File: src/rtl/out_write_scheduler_pkg.sv
// Shared types and constants for the output write scheduler.
// Optional stall counter is enabled with WRITE_SCHED_STALL_CNT_EN.
package out_write_scheduler_pkg;

    localparam int unsigned STALL_CNT_W = 16;
    localparam int unsigned SET_W       = 2;
    localparam int unsigned IDX_W       = 6;

    typedef enum logic [1:0] {
        IDLE  = 2'd0,
        WRITE = 2'd1,
        DONE  = 2'd2
    } sched_state_e;

    typedef enum logic [SET_W-1:0] {
        SET_A = 2'd0,
        SET_B = 2'd1,
        SET_C = 2'd2
    } data_set_e;

    // A job of zero matrices is run as a single matrix.
    function automatic logic [SET_W-1:0] eff_num_sets(input logic [SET_W-1:0] n);
        return (n == SET_W'(0)) ? SET_W'(1) : n;
    endfunction

endpackage

File: src/rtl/out_write_scheduler_row_set_counter.sv
// Row/set address counter: rows wrap at ARRAY_SIZE-1 and carry into the set count.
module row_set_counter
    import out_write_scheduler_pkg::*;
#(
    parameter int unsigned ARRAY_SIZE = 8,
    parameter int unsigned CNT_W      = 3
) (
    input  logic             clk,
    input  logic             srstn,
    input  logic             inc_i,
    input  logic             clr_i,
    input  logic [SET_W-1:0] num_sets_i,
    output logic [CNT_W-1:0] row_cnt_o,
    output logic [SET_W-1:0] set_cnt_o,
    output logic             wrap_o,
    output logic             last_o
);

    logic [CNT_W-1:0] row_cnt_q, row_cnt_d;
    logic [SET_W-1:0] set_cnt_q, set_cnt_d;

    // wrap: current row is the final row of a matrix; last: current set is the final set.
    assign wrap_o    = (row_cnt_q == CNT_W'(ARRAY_SIZE - 1));
    assign last_o    = (set_cnt_q == SET_W'(num_sets_i - SET_W'(1)));
    assign row_cnt_o = row_cnt_q;
    assign set_cnt_o = set_cnt_q;

    always_comb begin
        row_cnt_d = row_cnt_q;
        set_cnt_d = set_cnt_q;
        if (clr_i) begin
            row_cnt_d = '0;
            set_cnt_d = SET_W'(SET_A);
        end else if (inc_i) begin
            if (wrap_o) begin
                row_cnt_d = '0;
                set_cnt_d = set_cnt_q + SET_W'(1);
            end else begin
                row_cnt_d = row_cnt_q + CNT_W'(1);
            end
        end
    end

    always_ff @(posedge clk) begin
        if (!srstn) begin
            row_cnt_q <= '0;
            set_cnt_q <= SET_W'(SET_A);
        end else begin
            row_cnt_q <= row_cnt_d;
            set_cnt_q <= set_cnt_d;
        end
    end

endmodule

File: src/rtl/out_write_scheduler.sv
// Sequences quantized rows into write_out requests across up to three matrix buffers.
// Define WRITE_SCHED_STALL_CNT_EN to add the stall_cnt output.
module out_write_scheduler
    import out_write_scheduler_pkg::*;
#(
    parameter int unsigned ARRAY_SIZE        = 8,
    parameter int unsigned OUTPUT_DATA_WIDTH = 16
) (
    input  logic                                  clk,
    input  logic                                  srstn,
    input  logic                                  start,
    input  logic [SET_W-1:0]                      num_sets,
    input  logic                                  abort,
    input  logic                                  row_valid,
    input  logic [ARRAY_SIZE*OUTPUT_DATA_WIDTH-1:0] row_data,
    output logic                                  row_ready,
    output logic                                  sram_write_enable,
    output logic [SET_W-1:0]                      data_set,
    output logic [IDX_W-1:0]                      matrix_index,
    output logic [ARRAY_SIZE*OUTPUT_DATA_WIDTH-1:0] quantized_data,
    output logic                                  busy,
    output logic                                  done
`ifdef WRITE_SCHED_STALL_CNT_EN
    ,
    output logic [STALL_CNT_W-1:0]                stall_cnt
`endif
);

    localparam int unsigned ROW_W = ARRAY_SIZE * OUTPUT_DATA_WIDTH;
    localparam int unsigned CNT_W = (ARRAY_SIZE > 1) ? $clog2(ARRAY_SIZE) : 1;

    sched_state_e     state_q;
    logic [SET_W-1:0] num_sets_q;
    logic             xfer_c;
    logic             start_acc_c;
    logic             abort_acc_c;
    logic             job_end_c;
    logic             cnt_clr_c;
    logic [CNT_W-1:0] row_cnt;
    logic [SET_W-1:0] set_cnt;
    logic             cnt_wrap;
    logic             cnt_last;

    assign row_ready   = (state_q == WRITE) && !abort;
    assign xfer_c      = row_valid && row_ready;
    assign start_acc_c = (state_q == IDLE) && start;
    assign abort_acc_c = (state_q == WRITE) && abort;
    assign job_end_c   = xfer_c && cnt_wrap && cnt_last;
    // Counters restart on a new job, on cancel, and after the final row so set never passes 2.
    assign cnt_clr_c   = start_acc_c || abort_acc_c || job_end_c;

    row_set_counter #(
        .ARRAY_SIZE (ARRAY_SIZE),
        .CNT_W      (CNT_W)
    ) u_row_set_counter (
        .clk        (clk),
        .srstn      (srstn),
        .inc_i      (xfer_c),
        .clr_i      (cnt_clr_c),
        .num_sets_i (num_sets_q),
        .row_cnt_o  (row_cnt),
        .set_cnt_o  (set_cnt),
        .wrap_o     (cnt_wrap),
        .last_o     (cnt_last)
    );

    // Job control FSM; busy/done are registered alongside the state.
    always_ff @(posedge clk) begin
        if (!srstn) begin
            state_q    <= IDLE;
            num_sets_q <= SET_W'(1);
            busy       <= 1'b0;
            done       <= 1'b0;
        end else begin
            done <= 1'b0;
            unique case (state_q)
                IDLE: begin
                    if (start) begin
                        state_q    <= WRITE;
                        num_sets_q <= eff_num_sets(num_sets);
                        busy       <= 1'b1;
                    end
                end
                WRITE: begin
                    if (abort) begin
                        state_q <= IDLE;
                        busy    <= 1'b0;
                    end else if (job_end_c) begin
                        state_q <= DONE;
                        done    <= 1'b1;
                    end
                end
                DONE: begin
                    state_q <= IDLE;
                    busy    <= 1'b0;
                end
                default: begin
                    state_q <= IDLE;
                    busy    <= 1'b0;
                end
            endcase
        end
    end

    // Write request pipeline: one cycle after each accepted row, zero otherwise.
    always_ff @(posedge clk) begin
        if (!srstn) begin
            sram_write_enable <= 1'b0;
            data_set          <= SET_W'(SET_A);
            matrix_index      <= '0;
            quantized_data    <= '0;
        end else if (xfer_c) begin
            sram_write_enable <= 1'b1;
            data_set          <= set_cnt;
            matrix_index      <= IDX_W'(row_cnt);
            quantized_data    <= row_data;
        end else begin
            sram_write_enable <= 1'b0;
            data_set          <= SET_W'(SET_A);
            matrix_index      <= '0;
            quantized_data    <= ROW_W'(0);
        end
    end

`ifdef WRITE_SCHED_STALL_CNT_EN
    logic [STALL_CNT_W-1:0] stall_cnt_q;

    // Saturating count of WRITE cycles starved of upstream rows.
    always_ff @(posedge clk) begin
        if (!srstn || start_acc_c) begin
            stall_cnt_q <= '0;
        end else if ((state_q == WRITE) && !row_valid && (stall_cnt_q != '1)) begin
            stall_cnt_q <= stall_cnt_q + STALL_CNT_W'(1);
        end
    end

    assign stall_cnt = stall_cnt_q;
`endif

endmodule

File: config.mk
export PLATFORM = sky130hd
export DESIGN_NAME = out_write_scheduler
export DESIGN_NICKNAME = d
export VERILOG_FILES = /design/src/rtl/out_write_scheduler_pkg.sv /design/src/rtl/out_write_scheduler_row_set_counter.sv /design/src/rtl/out_write_scheduler.sv
export SDC_FILE = /design/constraint.sdc
export NUM_CORES = 1
export LEC_CHECK = 0
export ABC_AREA = 1
export BUFFER_PORTS_ARGS = -buffer_cell sky130_fd_sc_hd__buf_2
export CAP_MARGIN = 30
export CORE_MARGIN = 2
export CORE_UTILIZATION = 47
export DETAILED_ROUTE_END_ITERATION = 8
export GPL_TIMING_DRIVEN = 1
export HOLD_SLACK_MARGIN = 0.02
export PLACE_DENSITY = 0.83
export SKIP_LAST_GASP = 1
export SLEW_MARGIN = 20
export SYNTH_ARGS = -nofsm -noshare
export SYNTH_HDL_FRONTEND = slang
export SYNTH_SLANG_ARGS = --single-unit
File: constraint.sdc
create_clock -name clk -period 2.25 [get_ports clk]
set_clock_uncertainty 0.1 [all_clocks]
set_input_delay 0.225 -clock clk [delete_from_list [all_inputs] [get_ports clk]]
set_output_delay 0.225 -clock clk [all_outputs]
set_load 0.005 [all_outputs]
**Word level (Yosys, flattened, before mapping)**

Cells that the tools add are included.

- Register bits: 148
- Logic and storage cells: 51
- Output and inout port bits: 140

- Reductions and logical operators: 18
- Bitwise operators: 2
- Muxes and demuxes: 11
- Add/subtract/negate cells: 3
- Equal/unequal tests: 6

Operator list:

| kind | count |
|---|---|
| 2-bit AND reduction | 5 |
| 2-bit 2-to-1 mux | 4 |
| 1-bit logical AND | 6 |
| 2-bit zero test | 2 |
| 1-bit 2-to-1 mux | 4 |
| 2-bit != test, second input constant | 2 |
| 2-bit one-hot mux with 2 select lines | 1 |
| 3-bit by 1-bit adder with 3-bit output, second input constant | 1 |
| 3-bit == test, second input constant | 1 |
| 3-bit 2-to-1 mux | 1 |
| 3-bit != test, second input constant | 1 |
| 3-bit OR reduction | 1 |
| 2-bit by 1-bit adder with 2-bit output, second input constant | 1 |
| 2-bit by 1-bit == test with 1-bit output, second input constant | 1 |
| 2-bit == test | 1 |
| 1-bit logical OR | 2 |
| 1-bit NOT | 2 |
| 1-bit one-hot mux with 2 select lines | 1 |
| 2-bit OR reduction | 1 |
| 2-bit by 1-bit subtractor with 2-bit output, second input constant | 1 |
| 1-bit zero test | 1 |

**Depth between registers and ports, before layout**

- Depth after elaboration: 8
- Gate-level depth with buffers: 9
- Depth with buffers taken out: 9

**Modules after synthesis**

Synthesis repeated with hierarchy kept, for this count alone.

- Cells, all modules: 497
- Area, all modules: 4,453.0 sq um

Modules (own cells, without submodules):

| module | cells an instance | sequential area each (sq um) | area each (sq um) | instances |
|---|---|---|---|---|
| out_write_scheduler | 457 | 2,802.7 | 4,177.8 | 1 |
| row_set_counter | 40 | 100.1 | 275.3 | 1 |

**Least setup slack after synthesis**

Ideal clock, no wire load.

- Kind: flip-flop to flip-flop
- Start point: reg u_row_set_counter.row_cnt_q[0], in the netlist u_row_set_counter.row_cnt_o[0]
- End point: reg u_row_set_counter.set_cnt_q[1], in the netlist u_row_set_counter.set_cnt_o[1]
- Setup time: 119 ps
- Required time: 2,031 ps
- Data arrival time: 1,116 ps
- Clock period less this slack: 1,335 ps
- Stages on the path, launching flop included: 8
- Setup slack: 915 ps
- Cells stage by stage: dfxtp_1 ha_1 ha_1 inv_1 nor2_1 nand2_1 nand3_1 nor2_1

- Cells in the longest elaborated chain, start to end: 5
- Elaborated cells between the ends (all ways): 6
- Classes of those cells: 1 x eq/ne; 5 x reduce/logical

Ends and longest elaborated chain:

| item | RTL line | source |
|---|---|---|
| from (decl) | out_write_scheduler_row_set_counter.sv:19 | `logic [CNT_W-1:0] row_cnt_q, row_cnt_d;` |
| from (signal assigned) | out_write_scheduler_row_set_counter.sv:49 | `row_cnt_q <= row_cnt_d;` |
| 3-bit == test * | out_write_scheduler_row_set_counter.sv:23 | `assign wrap_o = (row_cnt_q == CNT_W'(ARRAY_SIZE - 1));` |
| 1-bit logical AND (2 in series) | out_write_scheduler.sv:48 | `assign job_end_c = xfer_c && cnt_wrap && cnt_last;` |
| 1-bit logical OR | out_write_scheduler.sv:50 | `assign cnt_clr_c = start_acc_c \|\| abort_acc_c \|\| job_end_c;` |
| 2-bit OR reduction (no source line) | -- |  |
| to (signal assigned) | out_write_scheduler_row_set_counter.sv:47 | `set_cnt_q <= SET_W'(SET_A);` |
| to (signal assigned) | out_write_scheduler_row_set_counter.sv:50 | `set_cnt_q <= set_cnt_d;` |
| to (decl) | out_write_scheduler_row_set_counter.sv:20 | `logic [SET_W-1:0] set_cnt_q, set_cnt_d;` |

Every way passes the cells marked *; elsewhere a longest branch is shown, timed or not.
A chain may end at the register's enable or synchronous reset.

**Final worst setup path**

- Start point: reg state_q[0]
- End point: reg quantized_data[120]

- Cells in the longest elaborated chain, start to end: 4

Ends and longest elaborated chain:

| item | RTL line | source |
|---|---|---|
| from (decl) | out_write_scheduler.sv:32 | `sched_state_e state_q;` |
| from (signal assigned) | out_write_scheduler.sv:70 | `state_q <= IDLE;` |
| from (signal assigned) | out_write_scheduler.sv:79 | `state_q <= WRITE;` |
| from (signal assigned) | out_write_scheduler.sv:86 | `state_q <= IDLE;` |
| 2-bit by 1-bit == test with 1-bit output | out_write_scheduler.sv:44 | `assign row_ready = (state_q == WRITE) && !abort;` |
| 1-bit logical AND | out_write_scheduler.sv:44 |  |
| 1-bit logical AND | out_write_scheduler.sv:45 | `assign xfer_c = row_valid && row_ready;` |
| 2-bit AND reduction (no source line) | -- |  |
| to (signal assigned) | out_write_scheduler.sv:116 | `quantized_data <= row_data;` |
| to (decl) | out_write_scheduler.sv:20 | `output logic [ARRAY_SIZE*OUTPUT_DATA_WIDTH-1:0] quantized_data,` |

No other way between the ends.

==> summary.txt <==
Status
  • Status: completed

GRT
  • Initial antenna violation count: 1
  • Largest net degree at the start of global routing: 64
  • GRT Residual Overflow: 0
  • Vias in the first global route: 5084
  • Gr usage total: 0.2982
  • First-pass GRT wire length: 25450 um

Clock tree
  • Clock sinks: 145
  • Root buffer cell: clkbuf_8
  • Maximum buffer depth of the clock tree: 2
  • Clock transition at path regs: 60 ps
  • CTS Buf Count: 17
  • H-tree level count: 4
  • Worst skew pair latency: 510 ps
  • CTS tree: done

Setup path
  • Reg2Reg Capture Point: quantized_data[120]
  • Cell chain of the critical path: inv_2 -> nor2_4 -> nand3_4 -> dlygate4sd3_1 -> nor2_4 -> clkinv_8 -> buf_12 -> nor2_1
  • R2r worst-path depth: 8
  • Worst r2r src: state_q[0]
  • Setup CP Type: flip-flop to flip-flop
  • Worst-path maximum fanout: 22
  • CP startpoint kind: flip-flop
  • WP data required: 2590 ps
  • Setup crit end kind: flip-flop
  • CP bufs+invs: 4
  • Reg-to-reg slack, setup: 80 ps
  • WP data arrival: 2510 ps
  • CP max-delay cell: dlygate4sd3_1
  • Top delay family on crit path: buffers and inverters
  • Critical Path Max Stage Delay: 620 ps
  • Crit path top cell by count: nor2_4

Pwr
  • Leakage: 4.541 nW
  • VDD IR-drop max: 528.9 uV
  • Power Dens Cells: 707.7 nW/um2

STA
  • Final period utilization: 0.9647
  • Final Setup Violations: 0
  • Setup TNS Final: 0 ps
  • FMAX: 460.7 MHz
  • Final hold violation count: 0
  • RSZ-0062 raised after global routing: false
  • Minimum clock period after layout: 2170 ps
  • Fin. max-slew vios: 0

Finish
  • Final core utilization: 0.8219
  • Multi-input logic area: 1324 um2
  • Fillers: 502
  • Commonest non-fill, non-tap cells in the layout: 271 x buf_2, 145 x inv_1, 145 x dfxtp_1, 134 x dlygate4sd3_1, 73 x nor2_4
  • Most common cell after layout, fill and taps aside: buf_2
  • Area Growth Syn to Fin: 70.84%
  • Storage cell area: 2903 um2
  • Nets: 1059
  • Share of cells above drive strength 1: 0.4193

Yosys
  • Mapped Area: 4922 um2
  • Syn_area_per_cell: 9.864 um2
  • Synthesized flop and latch total: 145
  • Synth Instances: 499
  • Area share of the largest cell type after synthesis: 0.5897
  • Sequential share of the synthesized area: 0.5897
  • Yosys warnings: 0
  • Largest cells by area after synthesis: dfxtp_1 59%, nor2_4 16%, inv_1 11%
  • Cell taking the most area after synthesis: dfxtp_1
  • Synth unique cells: 18

Worst hold path
  • Hold_sp: abort
  • Hold Path Sink: u_row_set_counter.row_cnt_o[0]
  • Worst hold path class: input pin to flip-flop
  • Hold Path Stages: 6

Route
  • Initial DRT Pass Iterations: 6
  • Post-route DRC violation count: 0
  • Detailed Route Iter0 Violations: 160
  • Antenna-violating nets left: 0
  • Wirelength per Cell: 16.24 um
  • Via count: 4683
  • Routed WL: 17440 um
  • Vias per inst: 4.360

Die
  • Core ar.: 10230 um2
  • I/O Pins: 275
  • Die H: 106.3 um
  • Initial Util: 0.4811
  • Die area: 11310 um2
  • Site row count: 37
  • Die Width: 106.3 um

Placed design
  • IO Port Bufs: 271
  • Post-DP HPWL: 8765 um
  • Placer Congestion: 0.7882

Job
  • Max-cap check violation count: 0
[layout make-up]
type,count,area share
diodes,3,0.0008927
repair inverters,3,0.003125
repair buffers,416,0.3366
multi-input cells,192,0.1574
well taps,136,0.02024
flip-flops and latches,145,0.3452
clock buffers,20,0.05059
clock inverters,12,0.01890
inverters,147,0.06710
[sequential cells by signal (all words and copies together), names as in the netlist]
signal,flops
quantized_data,128
matrix_index,3
u_row_set_counter.row_cnt_o,3
data_set,2
num_sets_q,2
state_q,2
u_row_set_counter.set_cnt_o,2
busy,1
done,1
sram_write_enable,1
[power breakdown]
part           total, mW  switching (mW)  internal [mW]
Clock               2.78            1.08           1.70
Sequential          2.61          0.0122           2.60
Combinational      0.556           0.251          0.306
[tightest hold or removal path: cells and delay by family]
family                 cells  cell delay [ps]
and+or+nand+nor            2              130
AOI/OAI and AO/OA          1               70
buffers and inverters      3              210
[how the worst max path moves through the flow]
stage,depth (start not counted),endpoint,slack [ps],from
after detailed placement,6,quantized_data[118],660,srstn
after floorplan,7,u_row_set_counter.set_cnt_o[1],920,u_row_set_counter.row_cnt_o[0]
after CTS,7,quantized_data[90],90,state_q[1]
after global placement,6,quantized_data[88],690,srstn
after global routing,8,quantized_data[120],10,state_q[0]
final,8,quantized_data[120],80,state_q[0]
[stage by stage]
| step | area, um2 | hold slack, ps | cells | worst slack, ps | power, mW |
|---|---|---|---|---|---|
| finish | 8409 | 81.37 | 1074 | 79.51 | 5.951 |
| global route | 8404 | 118.2 | 1072 | 12.06 | 6.146 |
| CTS | 8308 | 50.33 | 1061 | 85.88 | 5.929 |
| detailed placement | 6382 | 330.2 | 895 | 661.5 | 2.999 |
| global placement | 6382 | 327.5 | 895 | 692.7 | 2.989 |
| floorplan | 4930 | 193.9 | 501 | 915.0 | 2.835 |
[per-layer routing]
layer  up-vias  track usage  share of wire
met5         -            0              0
met4         0       0.2021          0.055
met3        76      0.09626          0.072
met2       256       0.5536           0.54
met1      2140       0.2737           0.34
li1       2211            -              -
[cell families after synthesis]
group,after synthesis,synth area share
DFF,145,0.5897
other,1,0.0007619
adders and majority gates,2,0.005083
buffers and inverters,164,0.1449
AOI/OAI and AO/OA,8,0.008135
xor gates and xnor gates,1,0.001780
and+or+nand+nor,178,0.2496
[timing repair]
action                     4_1_cts  5_1_grt
setup buffers                    0        7
hold buffers                   134        0
gates resized for setup          0        4
hold endpoints to repair       135        0
setup endpoints to repair        0       21
[cells in the mapped netlist]
library cell  count
conb_1            1
nand2_1          27
nor2_1           74
inv_1           145
buf_4             3
buf_8             7
o21ai_0           4
nand3_4           1
buf_6             1
dfxtp_1         145
nor2_4           72
xor2_1            1
inv_2             2
a21oi_1           4
clkbuf_1          6
ha_1              2
nand3_1           3
or2_2             1
Note: power is estimated with default switching activity, not from simulation.
